===== src/rtl/rx_deframer_pkg.sv =====
// Shared types and default framing constants for the receive deframer.
package rx_deframer_pkg;

    typedef enum logic [1:0] {
        HUNT,
        SYNC,
        PHR,
        PAYLOAD
    } deframerState_e;

    localparam int         PRE_MIN_DEFAULT = 8;
    localparam logic [7:0] SFD_DEFAULT     = 8'hA7;
    localparam int         MAX_LEN_DEFAULT = 127;

endpackage


===== src/rtl/rx_nibble_packer.sv =====
// Packs serial bits (LSB first) into nibbles and counts completed nibbles.
// The nibble value and ready flag are presented combinationally on the
// strobe carrying the 4th bit so the parent can register them directly.
module rx_nibble_packer (
    input  logic       clk,
    input  logic       rstN,
    input  logic       clear,
    input  logic       bitValid,
    input  logic       bitIn,
    output logic       nibbleReady,
    output logic [3:0] nibbleValue,
    output logic [7:0] nibbleCount
);

    logic [2:0] shiftReg;
    logic [1:0] bitCnt;

    // The 4th bit completes the nibble in place; earlier bits sit in shiftReg.
    always_comb begin
        nibbleReady = bitValid && (bitCnt == 2'd3);
        nibbleValue = {bitIn, shiftReg};
    end

    // Shift bits in at the top, moving right, and count finished nibbles.
    always_ff @(posedge clk or negedge rstN) begin
        if (!rstN) begin
            shiftReg    <= '0;
            bitCnt      <= '0;
            nibbleCount <= '0;
        end else if (clear) begin
            shiftReg    <= '0;
            bitCnt      <= '0;
            nibbleCount <= '0;
        end else if (bitValid) begin
            shiftReg <= {bitIn, shiftReg[2:1]};
            bitCnt   <= bitCnt + 2'd1;
            if (bitCnt == 2'd3) begin
                nibbleCount <= nibbleCount + 8'd1;
            end
        end
    end

endmodule


===== src/rtl/rx_deframer.sv =====
// Serial receive deframer: preamble hunt, SFD sync, PHR length capture and
// payload nibble emission towards the output FIFO.
module rx_deframer
    import rx_deframer_pkg::*;
#(
    parameter int         PRE_MIN = PRE_MIN_DEFAULT,
    parameter logic [7:0] SFD     = SFD_DEFAULT,
    parameter int         MAX_LEN = MAX_LEN_DEFAULT
) (
    input  logic       i_clk,
    input  logic       i_rst_n,
    input  logic       i_flag,
    input  logic       i_data,
    input  logic       i_full,
    output logic       o_we,
    output logic [3:0] o_data,
    output logic       o_sfd_found,
    output logic [6:0] o_len,
    output logic       o_frame_done,
    output logic       o_frame_err
);

    localparam logic [7:0] PRE_MIN_W = 8'(PRE_MIN);
    localparam logic [7:0] MAX_LEN_W = 8'(MAX_LEN);

    deframerState_e state;
    logic [7:0]     zeroCnt;
    logic [7:0]     zeroNext;
    logic [7:0]     shiftReg;
    logic [7:0]     srNext;
    logic [2:0]     bitCnt;
    logic           seenOne;
    logic           countedBit;
    logic           overflow;
    logic           lenBad;
    logic           lastNibble;
    logic           payloadBit;
    logic           nibbleReady;
    logic [3:0]     nibbleValue;
    logic [7:0]     nibbleCount;

    // Next-value helpers: saturating zero run, shifted SFD/PHR register, length checks.
    always_comb begin
        zeroNext   = i_data ? 8'd0 : ((zeroCnt == PRE_MIN_W) ? zeroCnt : zeroCnt + 8'd1);
        srNext     = {i_data, shiftReg[7:1]};
        countedBit = i_data | seenOne;
        lenBad     = (srNext[6:0] == 7'd0) || ({1'b0, srNext[6:0]} > MAX_LEN_W);
        lastNibble = (nibbleCount == ({o_len, 1'b0} - 8'd1));
        payloadBit = i_flag && (state == PAYLOAD);
    end

    rx_nibble_packer uPacker (
        .clk         (i_clk),
        .rstN        (i_rst_n),
        .clear       (state != PAYLOAD),
        .bitValid    (payloadBit),
        .bitIn       (i_data),
        .nibbleReady (nibbleReady),
        .nibbleValue (nibbleValue),
        .nibbleCount (nibbleCount)
    );

    // Frame FSM with registered strobes; everything advances only on i_flag.
    always_ff @(posedge i_clk or negedge i_rst_n) begin
        if (!i_rst_n) begin
            state        <= HUNT;
            zeroCnt      <= '0;
            shiftReg     <= '0;
            bitCnt       <= '0;
            seenOne      <= 1'b0;
            overflow     <= 1'b0;
            o_we         <= 1'b0;
            o_data       <= '0;
            o_sfd_found  <= 1'b0;
            o_len        <= '0;
            o_frame_done <= 1'b0;
            o_frame_err  <= 1'b0;
        end else begin
            o_we         <= 1'b0;
            o_sfd_found  <= 1'b0;
            o_frame_done <= 1'b0;
            o_frame_err  <= 1'b0;
            if (i_flag) begin
                case (state)
                    HUNT: begin
                        zeroCnt <= zeroNext;
                        if (zeroNext == PRE_MIN_W) begin
                            state    <= SYNC;
                            shiftReg <= '0;
                            bitCnt   <= '0;
                            seenOne  <= 1'b0;
                        end
                    end
                    SYNC: begin
                        // Leading zeros are still preamble; the 8-bit window opens at the first 1.
                        shiftReg <= srNext;
                        if (countedBit) begin
                            seenOne <= 1'b1;
                            bitCnt  <= bitCnt + 3'd1;
                        end
                        if (srNext == SFD) begin
                            state       <= PHR;
                            bitCnt      <= '0;
                            o_sfd_found <= 1'b1;
                        end else if (countedBit && (bitCnt == 3'd7)) begin
                            state   <= HUNT;
                            zeroCnt <= '0;
                        end
                    end
                    PHR: begin
                        shiftReg <= srNext;
                        bitCnt   <= bitCnt + 3'd1;
                        if (bitCnt == 3'd7) begin
                            o_len <= srNext[6:0];
                            if (lenBad) begin
                                state       <= HUNT;
                                zeroCnt     <= '0;
                                o_frame_err <= 1'b1;
                            end else begin
                                state <= PAYLOAD;
                            end
                        end
                    end
                    PAYLOAD: begin
                        if (nibbleReady) begin
                            if (!i_full) begin
                                o_we   <= 1'b1;
                                o_data <= nibbleValue;
                            end else begin
                                overflow <= 1'b1;
                            end
                            // A drop on the final nibble itself must still flag the frame.
                            if (lastNibble) begin
                                state    <= HUNT;
                                zeroCnt  <= '0;
                                overflow <= 1'b0;
                                if (overflow || i_full) begin
                                    o_frame_err <= 1'b1;
                                end else begin
                                    o_frame_done <= 1'b1;
                                end
                            end
                        end
                    end
                    default: state <= HUNT;
                endcase
            end
        end
    end

endmodule


===== config.mk =====
export PLATFORM = sky130hd
export DESIGN_NAME = rx_deframer
export DESIGN_NICKNAME = d
export VERILOG_FILES = /design/src/rtl/rx_deframer_pkg.sv /design/src/rtl/rx_nibble_packer.sv /design/src/rtl/rx_deframer.sv
export SDC_FILE = /design/constraint.sdc
export NUM_CORES = 1
export LEC_CHECK = 0
export ABC_AREA = 1
export BUFFER_PORTS_ARGS = -buffer_cell sky130_fd_sc_hd__buf_4
export CAP_MARGIN = 20
export CORE_MARGIN = 4
export CORE_UTILIZATION = 55
export CTS_BUF_LIST = sky130_fd_sc_hd__clkbuf_8 sky130_fd_sc_hd__clkbuf_16
export CTS_CLUSTER_SIZE = 24
export DETAILED_ROUTE_END_ITERATION = 8
export PLACE_DENSITY = 0.75
export REMOVE_ABC_BUFFERS = 1
export SLEW_MARGIN = 20
export SYNTH_ARGS = -nofsm -noshare
export SYNTH_HDL_FRONTEND = slang
export SYNTH_SLANG_ARGS = --single-unit

===== constraint.sdc =====
create_clock -name i_clk -period 2.75 [get_ports i_clk]
set_clock_uncertainty 0.05 [all_clocks]
set_input_delay 0.275 -clock i_clk [delete_from_list [all_inputs] [get_ports i_clk]]
set_output_delay 0.275 -clock i_clk [all_outputs]
set_load 0.02 [all_outputs]

==> results.toml <==
[routing]
wl_per_cell_um = 12.3
drc = 0
wl_mm = 6.04
route.met3.wl_um = 266
top_layer = "met4"
vias = 2607
ant_nets = 0
avgViaCountPerCell = 5.29
initialDrtViolationCount = 112
met1Wirelength_mm = 2.86
drt_first_pass_iters = 4
wl_met2_mm = 2.85

[yosys]
ys_seq_elements = 50
synthFlopType = "dfrtp_1"
synth.most_common_cell = "nand2_1"
synth_top_area_cell = "dfrtp_1"
ys_seq_area_frac = 0.415
synthCells = 404
synth_edf_count = 0
synth_warnings = 0
synthDistinctLibCells = 33
asyncSetResetFlopFracSynth = 1.00
post-synth-top-area-fraction = 0.415
synth.top_cells.by_count = "nand2_1 (122), dfrtp_1 (50), inv_1 (47)"
synth_area_um2 = 3020
syn_avg_cell_area_um2 = 7.47
synth_area_leaders = "dfrtp_1 (41%), nand2_1 (15%), inv_1 (5.8%), ha_1 (5.4%), nand3_1 (5.1%)"

[min_path]
hp-class = "in2reg"

[cts]
ctsResizeCount = 0
hold_buffers = 1
clock_latency_ps = 300
clock-root-buffer = "clkbuf_8"
cts_tree = "done"
numCtsBuffers = 5
clk_pin_slew_ps = 90
cts_sinks = 50
cts_htree_levels = 2
cts_buffer_depth = 2
cts_setup_buffers = 0

[setup_path]
path_max_fanout = 16
crit_chain = "inv_1 -> ha_1 -> nand2_1 -> nand3_1 -> nand3b_1 -> nor3b_2 -> nand2_1 -> nand2_1 -> nand2_2 -> nand2_1 -> o21ai_2"
cp-end-kind = "flip-flop"
critPathLaunchType = "flip-flop"
cp.required_ps = 2890
max_stage_delay_ps = 430
critical_path_class = "reg2reg"
slowest_stage = "dfrtp_1"
arrival_ps = 2290
cp_common_cell = "nand2_1"

[sta]
finalSetupTns_ps = 0
finalSetupViolations = 0
period_needed_ps = 2150
drv_slew = 0
max_freq_mhz = 466
tightest_slew_ps = 630
period_share = 0.781
report.final.hold_viol_count = 0
setup_ws_ps = 602
relSlewSlack = 0.580
grt_setup_unrepaired = "no"

[placed_design]
gp_congestion = 0.877
dp_hpwl_mm = 4.42
place_area_um2 = 3190
io_buffers = 19
dp_slack_ps = 623

[global_route]
grt_pass1_vias = 2546
grt_overflow = 0
grt_start_max_net_pins = 51
grt_use_total = 0.210
antenna_found_initial = 0
grt_pass1_wl_mm = 11.2

[power_and_ir_drop]
p_leak_uw = 0.00166
powerDensity_nw_per_um2 = 589
ir_worst_vdd_uv = 485

[cells_and_area]
fillers = 479
area_delta_synth_final_pct = 10.7
antenna_cells = 0
fin_area_um2 = 3340
nNetsFinal = 440
drive_gt1_frac = 0.116

[floorplan]
dieArea_um2 = 6740
coreArea_um2 = 5200
die_h_um = 82.1
die_w_um = 82.1
fp-row-count = 26
ios = 20
initial_core_util = 0.580

[run]
cap_violations = 0

[outcome]
outcome = "finished clean"
## final timing paths
check                                startpoint                       to  slack (ps)  cells past startpoint
setup / recovery           o_len[0]$_DFFE_PN0P_   zeroCnt[7]$_DFFE_PN0P_         600                     11
hold / removal                           i_full           o_we$_DFF_PN0_          80                      2
setup reg to reg           o_len[0]$_DFFE_PN0P_   zeroCnt[7]$_DFFE_PN0P_         600                     11
hold reg to reg             seenOne$_DFFE_PN0P_      seenOne$_DFFE_PN0P_         430                      2
max in group asynchronous               i_rst_n  shiftReg[3]$_DFFE_PN0P_        1750                      2
min in group asynchronous               i_rst_n    o_data[0]$_DFFE_PN0P_         480                      2
## power by group
part	total (uW)	internal (uW)	switching, uW
Combinational	480	150	330
Clock	635	388	247
Sequential	853	792	61.3
Total	1970	1330	639
## state kept, by name, summed over array words and instances (netlist names), 2 cells and up
register and cells:
shiftReg 7, o_data 4, zeroCnt 8, uPacker.shiftReg 3, state 2, o_len 7, uPacker.bitCnt 2, bitCnt 3
uPacker.nibbleCount 8
## routing by layer
metal,vias up,GRT usage
met1,1205,0.280
met3,6,0.0384
met5,-,0
met4,0,0.0482
met2,52,0.354
li1,1344,-
## critical path: cells and delay by family, from the launching register on
| family | cells | cell delay (ps) |
|---|---|---|
| buffers and inverters | 1 | 100 |
| DFF | 1 | 430 |
| and+or+nand+nor | 8 | 1070 |
| adders and majority gates | 1 | 310 |
| AOI/OAI and AO/OA | 1 | 60 |
## stage by stage
step           power [uW]   util  cells  hold WS [ps]
2_1_floorplan        1220      -    395         -70.6
3_3_place_gp         1330  0.612    484           283
3_5_place_dp         1340  0.612    484           290
4_1_cts              1980  0.642    493          74.8
5_1_grt              2110  0.642    493          79.3
6_report             1970  0.642    493          82.0
## placed cells by master, fill, tap and decap left out, drive strengths merged, types with 2 or more instances in the layout
master | Yosys | layout
xnor2 | 3 | 3
clkbuf | 1 | 6
o21ai | 29 | 29
inv | 48 | 48
nand4 | 21 | 21
ha | 13 | 13
xor2 | 4 | 4
nand3 | 32 | 32
or2 | 3 | 3
a21oi | 8 | 8
nand2 | 126 | 126
nor2 | 44 | 44
nor3 | 3 | 3
buf | 8 | 19
dfrtp | 50 | 50
o22ai | 4 | 4
nand3b | 2 | 2
bufinv | 0 | 2
## logic make-up after synthesis
| group | Yosys count | share of synthesized area |
|---|---|---|
| AOI/OAI and AO/OA | 43 | 0.0850 |
| adders and majority gates | 13 | 0.0539 |
| and+or+nand+nor | 234 | 0.346 |
| xor gates and xnor gates | 7 | 0.0203 |
| buffers and inverters | 57 | 0.0800 |
| DFF | 50 | 0.415 |
## area by class of cell
type	instances	area, um2	share of cell area
sequential	50	1250	0.375
inverter	48	180	0.0540
tap	70	87.6	0.0262
timing repair buffer	20	153	0.0457
clock inverter	2	60.1	0.0180
clock buffer	6	82.6	0.0247
multi-input combinational	297	1530	0.457
No activity file was read; power rests on OpenSTA's default activity.
